## config.mk

```make
export PLATFORM = sky130hd
export DESIGN_NAME = sram_port_arbiter
export DESIGN_NICKNAME = d
export VERILOG_FILES = /design/src/rtl/sram_port_arbiter_pkg.sv /design/src/rtl/sram_port_arbiter_rdata_hold.sv /design/src/rtl/sram_port_arbiter.sv
export SDC_FILE = /design/constraint.sdc
export NUM_CORES = 1
export LEC_CHECK = 0
export CORE_AREA = 5 5 106 108
export DETAILED_ROUTE_END_ITERATION = 6
export DIE_AREA = 0 0 111 113
export HOLD_SLACK_MARGIN = 0.06
export PLACE_DENSITY = 0.82
export REMOVE_ABC_BUFFERS = 1
export SETUP_SLACK_MARGIN = 0.2
export SYNTH_ARGS = -nofsm -noshare
export SYNTH_HDL_FRONTEND = slang
export SYNTH_SLANG_ARGS = --single-unit
export TNS_END_PERCENT = 50
```

## constraint.sdc

```tcl
create_clock -name clk -period 2.8 [get_ports clk]
set_clock_uncertainty 0.1 [all_clocks]
set_input_delay 0.42 -clock clk [delete_from_list [all_inputs] [get_ports clk]]
set_output_delay 0.42 -clock clk [all_outputs]
set_load 0.01 [all_outputs]
```

## src/rtl/sram_port_arbiter_pkg.sv

```systemverilog
// Shared types and constants for the IF/EX SRAM port arbiter.
package sram_port_arbiter_pkg;

  localparam int SRAM_DW        = 32;
  localparam int STARVE_MAX_DEF = 3;

  typedef enum logic [1:0] {
    RESP_NONE = 2'd0,
    RESP_INST = 2'd1,
    RESP_DATA = 2'd2
  } resp_e;

endpackage

```

## src/rtl/sram_port_arbiter_rdata_hold.sv

```systemverilog
// Per-requester read data path: live SRAM data on rvalid, else last value.
module arb_rdata_hold
  import sram_port_arbiter_pkg::*;
(
  input  logic               clk,
  input  logic               rst,
  input  logic               rvalid,
  input  logic [SRAM_DW-1:0] sram_rdata,
  output logic [SRAM_DW-1:0] rdata
);

  logic [SRAM_DW-1:0] hold_q;

  always_ff @(posedge clk or posedge rst) begin
    if (rst) begin
      hold_q <= '0;
    end else if (rvalid) begin
      hold_q <= sram_rdata;
    end
  end

  assign rdata = rvalid ? sram_rdata : hold_q;

endmodule

```

## src/rtl/sram_port_arbiter.sv

```systemverilog
// Single-port SRAM arbiter: data priority, inst wins after STARVE_MAX refusals.
// Optional perf counters via ARB_PERF_CNT_EN.
module sram_port_arbiter
  import sram_port_arbiter_pkg::*;
#(
  parameter int STARVE_MAX = STARVE_MAX_DEF,
  parameter int ADDR_W     = 32
) (
  input  logic               clk,
  input  logic               rst,
  input  logic               inst_req,
  input  logic [ADDR_W-1:0]  inst_addr,
  output logic               inst_gnt,
  output logic               inst_rvalid,
  output logic [SRAM_DW-1:0] inst_rdata,
  input  logic               data_req,
  input  logic [3:0]         data_wen,
  input  logic [ADDR_W-1:0]  data_addr,
  input  logic [SRAM_DW-1:0] data_wdata,
  output logic               data_gnt,
  output logic               data_rvalid,
  output logic [SRAM_DW-1:0] data_rdata,
  output logic               sram_en,
  output logic [3:0]         sram_wen,
  output logic [ADDR_W-1:0]  sram_addr,
  output logic [SRAM_DW-1:0] sram_wdata,
  input  logic [SRAM_DW-1:0] sram_rdata,
  output logic               stallreq_from_arb
`ifdef ARB_PERF_CNT_EN
  ,
  output logic [31:0]        conflict_cnt,
  output logic [31:0]        starve_win_cnt
`endif
);

  localparam logic [3:0] STARVE_LIM = 4'(STARVE_MAX);

  logic [3:0] starve_cnt;
  resp_e      resp_q;
  resp_e      resp_d;
  logic       starve_hit;
  logic       win_inst;

  assign starve_hit = (starve_cnt == STARVE_LIM);
  assign win_inst   = inst_req & (~data_req | starve_hit);
  assign inst_gnt   = win_inst;
  assign data_gnt   = data_req & ~win_inst;

  always_comb begin
    sram_en    = 1'b0;
    sram_wen   = '0;
    sram_addr  = '0;
    sram_wdata = '0;
    if (inst_gnt) begin
      sram_en   = 1'b1;
      sram_addr = inst_addr;
    end else if (data_gnt) begin
      sram_en    = 1'b1;
      sram_wen   = data_wen;
      sram_addr  = data_addr;
      sram_wdata = data_wdata;
    end
  end

  always_comb begin
    resp_d = RESP_NONE;
    if (inst_gnt) begin
      resp_d = RESP_INST;
    end else if (data_gnt && data_wen == 4'd0) begin
      resp_d = RESP_DATA;
    end
  end

  always_ff @(posedge clk or posedge rst) begin
    if (rst) begin
      resp_q     <= RESP_NONE;
      starve_cnt <= '0;
    end else begin
      resp_q <= resp_d;
      if (inst_req && !inst_gnt) begin
        if (!starve_hit) begin
          starve_cnt <= starve_cnt + 4'd1;
        end
      end else begin
        starve_cnt <= '0;
      end
    end
  end

  assign inst_rvalid = (resp_q == RESP_INST);
  assign data_rvalid = (resp_q == RESP_DATA);

  assign stallreq_from_arb = (inst_req & ~inst_gnt) |
                             (data_req & ~data_gnt);

  arb_rdata_hold u_inst_hold (
    .clk        (clk),
    .rst        (rst),
    .rvalid     (inst_rvalid),
    .sram_rdata (sram_rdata),
    .rdata      (inst_rdata)
  );

  arb_rdata_hold u_data_hold (
    .clk        (clk),
    .rst        (rst),
    .rvalid     (data_rvalid),
    .sram_rdata (sram_rdata),
    .rdata      (data_rdata)
  );

`ifdef ARB_PERF_CNT_EN
  always_ff @(posedge clk or posedge rst) begin
    if (rst) begin
      conflict_cnt   <= '0;
      starve_win_cnt <= '0;
    end else if (inst_req && data_req) begin
      if (conflict_cnt != '1) begin
        conflict_cnt <= conflict_cnt + 32'd1;
      end
      if (inst_gnt && starve_win_cnt != '1) begin
        starve_win_cnt <= starve_win_cnt + 32'd1;
      end
    end
  end
`endif

endmodule
```

==> flow_metrics.env <==
export IMPL_seqCellArea_mm2=0.001752
export IMPL_initial_core_util=0.3228
export IMPL_crit_slowest_cell="dfrtp_1"
export IMPL_finalNonFillerCells=675
export IMPL_synthDistinctLibCells=24
export IMPL_p_per_area_mw_per_mm2=541.6
export IMPL_floorplan_rows=37
export IMPL_track_usage=0.2267
export IMPL_multi_input_area_mm2=0.001420
export IMPL_cpPeakStageDelay_ns=0.39
export IMPL_critPathRequiredTime_ns=2.28
export IMPL_cts_root_buffer="clkbuf_8"
export IMPL_status="finished, final reports clean"
export IMPL_pin_count=274
export IMPL_start_kind="flop"
export IMPL_drv_cap=0
export IMPL_finalSetupViolations=0
export IMPL_synthCells=242
export IMPL_yosysTopAreaCellShare=0.5352
export IMPL_dpl_cell_count=639
export IMPL_grt_max_degree=47
export IMPL_cp_top_family="buffers and inverters"
export IMPL_fin_nets=671
export IMPL_crit_top_cell="buf_6"
export IMPL_timing_rr_end="resp_q[1]"
export IMPL_postSynthAreaPerCell_um2=13.53
export IMPL_chipHeight_um=113
export IMPL_cts_tree="done"
export IMPL_die_w_um=111
export IMPL_path_clk_slew_ns=0.07
export IMPL_clock_sink_count=70
export IMPL_fmax_ghz=0.3854
export IMPL_tightest_slew_ns=0.5358
export IMPL_cts_hold_buf=0
export IMPL_p_int_mw=2.556
export IMPL_nFillCells=798
export IMPL_cts_htree_levels=3
export IMPL_synthAdderAreaFrac=0.003823
export IMPL_synth_simple_gate_area_frac=0.09595
export IMPL_wl_per_cell_um=22.18
export IMPL_vias=3253
export IMPL_antenna_left=0
export IMPL_antenna_cells=0
export IMPL_relSlewSlack=0.6423
export IMPL_vdd_drop_max_v=0.0002292
export IMPL_hold_viol_final=0
export IMPL_clk_latency_ns=0.33
export IMPL_synth_compound_area_frac=0.09671
export IMPL_end_kind="primary output"
export IMPL_drive_gt1_frac=0.3321
export IMPL_cts_path_max_buffers=2
export IMPL_synth_mux_area_frac=0.2202
export IMPL_post_route_min_period_ns=2.595
export IMPL_r2r_cells=8
export IMPL_fin_crit_sh=0.9268
export IMPL_setup_tns_ns=0
export IMPL_drv_slew=0
export IMPL_numCtsBuffers=9
export IMPL_gp_congestion=0.9011
export IMPL_critPathMaxFanout=17
export IMPL_power_switching_mw=0.9056
export IMPL_rsz0062_at_grt="yes"
export IMPL_synth_xor_area_frac=0.002676
export IMPL_drt_initial_drc_count=134
export IMPL_yosysTopAreaCell="dfrtp_1"
export IMPL_synth_seq_cells=70
export IMPL_coreArea_mm2=0.01014
export IMPL_p_leak_nw=2.861
export IMPL_syn_to_final_growth_pct=95.30
export IMPL_yosysWarnings=0
export IMPL_viasPerCell=4.819
export IMPL_drc=0
export IMPL_p_clk_frac=0.284
export IMPL_grt_pass1_vias=3512
export IMPL_overflow=0
export IMPL_wl_mm=14.97
export IMPL_worst_path_buf_inv=4
export IMPL_synth_top_family_by_area="multiplexers"
export IMPL_ff2ff_setup_slack_ns=1.06
export IMPL_path_cells="ha_2, nor3b_4, buf_6, a21oi_4, buf_6, buf_16, a22o_1, dlygate4sd2_1"
export IMPL_synthTopCellsByArea="dfrtp_1, mux2_2, a22o_1, and2_1, buf_6"
export IMPL_final_cell_mix="clkdlybuf4s50_1, dfrtp_1, mux2_2, and2_1, clkbuf_2"
export IMPL_seqPwrFrac=0.357
export IMPL_syn_cell_area_mm2=0.003273
export IMPL_r2r_start="starve_cnt[1]"
export IMPL_final_common_cell="clkdlybuf4s50_1"
export IMPL_p_sw_frac=0.2616
export IMPL_hpwl_mm=11.44
export IMPL_dr_pass1_iters=4
export IMPL_grt_pass1_wl_mm=21.53
export IMPL_io_buffer_count=273
export IMPL_worstPathArrival_ns=2.07
export IMPL_power_frac_comb=0.359
export IMPL_ys_seq_area_frac=0.5352
export IMPL_antenna_found_initial=3
export IMPL_criticalPathCategory="flop to primary output"
export IMPL_die_area_mm2=0.01254
export IMPL_min_path_type="input pin to async pin"
-- synth_stat cells (all sizes together) --
master	count
nand2	1
nor3b	2
nand3b	1
nor2b	1
mux2	64
buf	16
dfrtp	70
nor4	1
nand3	1
and2	37
ha	1
or2	1
a21oi	2
nor2	1
o21a	1
a22o	32
inv	4
nor3	1
xor2	1
nand2b	2
clkbuf	2
-- sequential cells by signal (all words and copies together), names as in the netlist --
| signal | count |
|---|---|
| resp_q | 2 |
| starve_cnt | 4 |
| u_data_hold.hold_q | 32 |
| u_inst_hold.hold_q | 32 |
-- layer usage --
layer / track usage / wire length [µm] / vias to the layer above
met1: 0.2331 / 5105 / 1568
met3: 0.08449 / 1399 / 37
met5: 0 / 41 / -
li1: - / - / 1447
met2: 0.4195 / 7970 / 195
met4: 0.08539 / 454 / 6
-- through the flow --
step	instance area, µm²	hold slack (ns)	power (mW)	util	worst slack (ns)
final	6392	0.3533	3.462	0.6305	0.2050
after floorplan	3139	0.3437	1.696	-	-0.1332
after global placement	6122	0.3565	2.480	0.6039	-0.01227
after detailed placement	6122	0.3615	2.514	0.6039	-0.03564
after CTS	6456	0.3536	3.501	0.6368	0.1570
after global routing	6392	0.3946	3.625	0.6305	0.1128
-- kinds of logic (layout without fill, tap and decap cells) --
family	after synthesis	after routing
AO/OA/AOI/OAI	35	36
XOR/XNOR	1	1
adder cells (fa/ha/maj)	1	1
buffers and inverters	22	318
flip-flops	70	70
multiplexers	64	64
AND/OR/NAND/NOR	49	49
-- timing repair --
| action | in CTS | in global routing |
|---|---|---|
| cloned | 4 | 4 |
| endpoints found under the setup margin | 73 | 116 |
| resized for setup | 160 | 81 |
| pin swaps | 4 | 2 |
| buffers inserted | 9 | 3 |
-- power groups by stage --
stage                     combinational [mW]  sequential, mW  clock (mW)
final                                   1.24            1.23       0.985
after CTS                               1.25            1.24        1.02
after global placement                  1.24            1.24           0
after floorplan                        0.459            1.24           0
after global routing                    1.32            1.25        1.06
after detailed placement                1.26            1.26           0
-- worst max-delay path by stage --
stage	slack (ns)	depth (start not counted)	end	from
after floorplan	-0.13	2	data_rdata[0]	resp_q[0]
after global placement	-0.01	4	sram_addr[17]	inst_req
after detailed placement	-0.04	4	sram_addr[17]	inst_req
after CTS	0.16	9	sram_wdata[23]	starve_cnt[1]
after global routing	0.11	8	sram_wdata[9]	starve_cnt[1]
final	0.21	8	sram_addr[1]	starve_cnt[1]
-- layout make-up --
cell class,count,share of cell area
Tap cell,136,0.02662
Clock buffer,11,0.02212
Multi-Input combinational cell,151,0.2222
Clock inverter,5,0.01664
Sequential cell,70,0.2740
Inverter,4,0.002349
Timing Repair Buffer,298,0.4361
(Power assumes the default switching activity.)
